<file path="config.mk">
export PLATFORM = sky130hd
export DESIGN_NAME = timer_counter_flat
export DESIGN_NICKNAME = d
export VERILOG_FILES = /design/src/rtl/timer_counter_if.sv /design/src/rtl/timer_counter.sv /design/src/flat_wrapper.sv
export SDC_FILE = /design/constraint.sdc
export NUM_CORES = 1
export LEC_CHECK = 0
export BUFFER_PORTS_ARGS = -buffer_cell sky130_fd_sc_hd__buf_2
export CAP_MARGIN = 20
export CELL_PAD_IN_SITES_DETAIL_PLACEMENT = 1
export CELL_PAD_IN_SITES_GLOBAL_PLACEMENT = 1
export CORE_UTILIZATION = 41
export CTS_BUF_LIST = sky130_fd_sc_hd__clkbuf_16
export CTS_CLUSTER_DIAMETER = 60
export DETAILED_ROUTE_END_ITERATION = 6
export MAX_ROUTING_LAYER = met4
export PLACE_DENSITY_LB_ADDON = 0.1
export SKIP_LAST_GASP = 1
export SYNTH_ARGS = -nofsm -noshare
export SYNTH_HDL_FRONTEND = slang
export SYNTH_SLANG_ARGS = --single-unit
export TNS_END_PERCENT = 100
</file>
<file path="constraint.sdc">
create_clock -name clk -period 3 [get_ports clk]
set_clock_uncertainty 0.15 [all_clocks]
set_input_delay 0.6 -clock clk [delete_from_list [all_inputs] [get_ports clk]]
set_output_delay 0.6 -clock clk [all_outputs]
set_load 0.05 [all_outputs]
</file>
<file path="src/rtl/timer_counter_if.sv">
// CPU data-bus port of the timer: chip-select, word index, byte enables, write data, read data, interrupt.
// Combinational read path; no flow control, the device accepts every selected access.
interface timer_counter_if;
    logic        sel;
    logic [1:0]  addr;
    logic [3:0]  byteen;
    logic [31:0] wdata;
    logic [31:0] rdata;
    logic        irq;

    modport master (output sel, addr, byteen, wdata, input rdata, irq);
    modport slave  (input sel, addr, byteen, wdata, output rdata, irq);
endinterface

</file>
<file path="src/rtl/timer_counter.sv">
// Down-counting timer with one-shot/periodic modes and a maskable interrupt; TC_BYTEEN_EN enables byte-lane writes.
// Latency: reads are combinational; writes land on the next edge; irq rises PRESET+2 edges after enabling.
// Backpressure: none, every selected access completes in the cycle it is presented.
module timer_counter (
    input  logic            clk,
    input  logic            reset,
    timer_counter_if.slave  bus
);

    typedef enum logic [1:0] {S_IDLE, S_LOAD, S_CNT, S_INT} state_t;

    localparam logic [1:0] A_CTRL   = 2'd0;
    localparam logic [1:0] A_PRESET = 2'd1;
    localparam logic [1:0] A_COUNT  = 2'd2;

    state_t      state_q, state_d;
    logic [3:0]  ctrl_q, ctrl_d;
    logic [31:0] preset_q, preset_d;
    logic [31:0] count_q, count_d;
    logic        irq_flag_q, irq_flag_d;

    logic        wr_en;
    logic [31:0] wr_word;

    assign wr_en = bus.sel && (|bus.byteen);

`ifdef TC_BYTEEN_EN
    logic [31:0] old_word;
    always_comb begin
        old_word = (bus.addr == A_PRESET) ? preset_q : {28'd0, ctrl_q};
        wr_word  = old_word;
        for (int i = 0; i < 4; i++) begin
            if (bus.byteen[i]) begin
                wr_word[8*i +: 8] = bus.wdata[8*i +: 8];
            end
        end
    end
`else
    assign wr_word = bus.wdata;
`endif

    always_comb begin
        state_d    = state_q;
        ctrl_d     = ctrl_q;
        preset_d   = preset_q;
        count_d    = count_q;
        irq_flag_d = irq_flag_q;

        case (state_q)
            S_IDLE: begin
                if (ctrl_q[0]) state_d = S_LOAD;
            end
            S_LOAD: begin
                count_d = preset_q;
                state_d = S_CNT;
            end
            S_CNT: begin
                if (!ctrl_q[0]) begin
                    state_d = S_IDLE;
                end else if (count_q > 32'd1) begin
                    count_d = count_q - 32'd1;
                end else begin
                    count_d    = 32'd0;
                    irq_flag_d = 1'b1;
                    state_d    = S_INT;
                end
            end
            S_INT: begin
                if (ctrl_q[2:1] == 2'd1) begin
                    irq_flag_d = 1'b0;
                    state_d    = ctrl_q[0] ? S_LOAD : S_IDLE;
                end else begin
                    ctrl_d[0] = 1'b0;
                    state_d   = S_IDLE;
                end
            end
            default: state_d = S_IDLE;
        endcase

        // A CTRL/PRESET write discards whatever the FSM planned this edge, COUNT included.
        if (wr_en && (bus.addr == A_CTRL || bus.addr == A_PRESET)) begin
            state_d    = S_IDLE;
            irq_flag_d = 1'b0;
            count_d    = count_q;
            ctrl_d     = ctrl_q;
            if (bus.addr == A_CTRL) begin
                ctrl_d = wr_word[3:0];
            end else begin
                preset_d = wr_word;
            end
        end
    end

    always_ff @(posedge clk) begin
        if (reset) begin
            state_q    <= S_IDLE;
            ctrl_q     <= 4'd0;
            preset_q   <= 32'd0;
            count_q    <= 32'd0;
            irq_flag_q <= 1'b0;
        end else begin
            state_q    <= state_d;
            ctrl_q     <= ctrl_d;
            preset_q   <= preset_d;
            count_q    <= count_d;
            irq_flag_q <= irq_flag_d;
        end
    end

    always_comb begin
        case (bus.addr)
            A_CTRL:   bus.rdata = {28'd0, ctrl_q};
            A_PRESET: bus.rdata = preset_q;
            A_COUNT:  bus.rdata = count_q;
            default:  bus.rdata = 32'd0;
        endcase
    end

    assign bus.irq = irq_flag_q & ctrl_q[3];

endmodule

</file>
<file path="src/flat_wrapper.sv">
// flat-port wrapper written by rule: the top's interface ports become plain ports
module timer_counter_flat 
  (clk, reset, bus_sel, bus_addr, bus_byteen, bus_wdata, bus_rdata, bus_irq);
  timer_counter_if bus_i ();
  input  logic clk;
  input  logic reset;
  input wire logic [$bits(bus_i.sel)-1:0] bus_sel;
  input wire logic [$bits(bus_i.addr)-1:0] bus_addr;
  input wire logic [$bits(bus_i.byteen)-1:0] bus_byteen;
  input wire logic [$bits(bus_i.wdata)-1:0] bus_wdata;
  output wire logic [$bits(bus_i.rdata)-1:0] bus_rdata;
  output wire logic [$bits(bus_i.irq)-1:0] bus_irq;
  assign bus_i.sel = bus_sel;
  assign bus_i.addr = bus_addr;
  assign bus_i.byteen = bus_byteen;
  assign bus_i.wdata = bus_wdata;
  assign bus_rdata = bus_i.rdata;
  assign bus_irq = bus_i.irq;
  timer_counter u_core (.clk(clk), .reset(reset), .bus(bus_i));
endmodule
</file>
==> metrics.txt <==
Overall Global Routing Usage=29.61%; top cell type's share of synthesized area=34.66%; maximum clock rate=0.3560 GHz; final antenna-violating net count=0; I/O pins=74; Clock Power Share=approximately 47%; Initial Util=42.16%; Main synth FF type=dfxtp_1; final hold violations=0; Net Sw Frac=26.24%; Worst Hold Depth=2; asr flop ratio synth=0%; length in cells of the worst reg-to-reg path=7; Post-CTS Setup Bufs=0; worst vdd ir=around 280 uV; Slew Limit Headroom=a little under half; P_sw=0.6759 mW; via count=4412; synth top area cells=dfxtp_1, nand2_1, a21oi_1, a22o_1, o21ai_0; gpl congestion=0.9011; fin. max-slew vios=0; crit end category=register; Root Buffer Master=clkbuf_16; Required @ worst endpoint=3.11 ns; Remaining Overflow, GRT=0; # hold bufs at CTS=0; clk sinks=around 70; CTS Buf Count=9; clock transition at the registers of the reported paths=around 0.060 ns; Fillers=1252; routed vias/inst=about 5.9; Overall Power=roughly 2.6 mW; Internal=1.899 mW; CTS tree=done; crit path max fanout=11; DRC=0; most numerous cell in the Yosys netlist=nand2_1; Post-Syn Nets=586; total routed wirelength=~14000 um; Period minus WS final=~2.8 ns; Yosys top cell by area=dfxtp_1; FF/Latch Area=approximately 1400 sq um; Setup Viol. Count Final=0; outcome=complete, no violations; CP Class=reg -> reg; Tcrit/Tclk final=between 90% and 100%; HPWL Detailed=between 9000 and 10000 um; RSZ-0062 raised after global routing=false; synthesized flop and latch total=roughly 70; Startpoint Class=register; Nets=654; # diodes=0; Multi-input gate area=2464 sq um; Mean Syn Cell Area=7.609 sq um; Worst Hold Launch=u_core.preset_q[6]$_SDFFE_PP0P_; Synth cell types=57; Flop pwr share=38.3%; Initial DRC Count=195; Clock Latency Late Sink=about 0.33 ns; Hold Path Class=reg -> reg; Post-Syn Area=4101 sq um; share of cells above drive strength 1=21.41%; Core ar.=about 9700 sq um; row count=36; first-pass GRT wire length=about 23000 um; Die H=102.0 um; I/O Buffers=73; sequential fraction of the synthesis area=34.66%; vias in the first global route=4558; r2r endpoint=u_core.count_q[23]$_SDFFE_PP0P_; Post-synth top cells=nand2_1, dfxtp_1, a21oi_1, clkbuf_1, nor2_1; P_leak=2.032 nW; pwr dens=512.1 nW/um^2; Final Core Density=between 50% and 60%; largest net degree at the start of global routing=42; Gate power share=14.3%; post_cts resized=0; DIE AREA=10410 sq um; total negative slack=0 ns; drt wl/cell=about 19 um; worst reg-to-reg setup slack=0.19 ns; WP data arrival=approximately 3 ns; Hold Crit Endpoint=u_core.preset_q[6]$_SDFFE_PP0P_; Cells after Synth=539; DR pass1 iterations=4; max-cap violations=0; H-tree depth=3; CTS Buffer Depth=2; r2r startpoint=u_core.count_q[2]$_SDFFE_PP0P_; number of synthesized flops with an enable pin=0; initial antenna violation count=0; Synthesis Warnings=0; Worst Tran Pin Value=0.8233 ns; P&R area growth vs syn=22.61%; Die Wd=102.0 um
[state kept, by name, summed over array words and instances (netlist names)]
name,count
u_core.state_q,2
u_core.count_q,32
u_core.irq_flag_q,1
u_core.preset_q,32
u_core.ctrl_q,4
[worst max-delay path, stage by stage (launching register included)]
cell	delay (ns)
dfxtp_1	0.38
or4_4	0.62
or4_4	0.48
nor4_4	0.25
buf_4	0.24
nor4bb_1	0.30
o21ai_0	0.15
a21oi_1	0.15
[cell type report]
type / count / share of cell area, %
repair buffers: 102 / 11.84
multi-input cells: 411 / 48.99
clock inverters: 7 / 2.214
well taps: 133 / 3.309
clock buffers: 9 / 4.479
inverters: 12 / 0.8957
flip-flops and latches: 71 / 28.27
[worst max path at each step]
| stage | start | end | cells after the start |
|---|---|---|---|
| floorplan | bus_addr[0] | bus_rdata[11] | 5 |
| global placement | u_core.count_q[18]$_SDFFE_PP0P_ | u_core.count_q[11]$_SDFFE_PP0P_ | 7 |
| detailed placement | u_core.count_q[18]$_SDFFE_PP0P_ | u_core.count_q[5]$_SDFFE_PP0P_ | 7 |
| CTS | u_core.count_q[2]$_SDFFE_PP0P_ | u_core.count_q[23]$_SDFFE_PP0P_ | 7 |
| global route | u_core.count_q[2]$_SDFFE_PP0P_ | u_core.count_q[23]$_SDFFE_PP0P_ | 7 |
| finish | u_core.count_q[2]$_SDFFE_PP0P_ | u_core.count_q[23]$_SDFFE_PP0P_ | 7 |
[logic make-up after synthesis]
group / after synthesis / share of synthesized area, %
flip-flops: 71 / 34.66
adder cells (fa/ha/maj): 6 / 1.830
buffers and inverters: 57 / 5.827
AND/OR/NAND/NOR: 214 / 25.47
multiplexers: 8 / 1.952
AO/OA/AOI/OAI: 182 / 30.05
XOR/XNOR: 1 / 0.2136
[power groups by stage]
stage                     sequential, mW  combinational [mW]  clock, mW
final                              0.986               0.369       1.22
after global routing               0.988               0.403       1.28
after CTS                          0.985               0.369       1.25
after detailed placement            1.01               0.364          0
after global placement              1.00               0.356          0
after floorplan                    0.997               0.235          0
[cell usage in the layout, fill, tap and decap left out, types with 3 or more instances in the layout]
master     count
nand2_1       88
buf_2         73
dfxtp_1       71
a21oi_1       58
nor2_1        36
o21ai_0       30
a22o_1        28
buf_4         28
nand3_1       14
nor3_1        13
inv_1         12
nor2b_1       11
nor4_1         9
and3_1         9
a31oi_1        9
a22oi_1        9
clkbuf_16      9
mux2i_1        8
a211oi_1       7
ha_1           6
or4_1          5
o41ai_1        5
nand4_1        4
nor3b_1        4
o32ai_1        4
nand2b_1       3
o211ai_1       3
or3_1          3
or2_2          3
o21a_1         3
a32oi_1        3
bufinv_16      3
[routing by layer]
layer,vias to the layer above,global-route usage [%],share of wire [%]
met1,2168,35.36,43
met3,21,5.540,5.5
li1,2108,-,-
met2,115,49.51,49
met5,-,-,0
met4,0,10.88,1.8
[metrics by stage]
stage,instance area (sq um),instances,worst slack (ns),hold WS (ns)
after floorplan,4101,539,0.1337,0.2950
after global placement,4692,729,0.3411,0.3033
after detailed placement,4692,729,0.2382,0.3138
after CTS,5029,745,0.1582,0.3219
after global routing,5029,745,0.008276,0.3461
final,5029,745,0.1910,0.3161
Power figures use the tool's default switching activity.
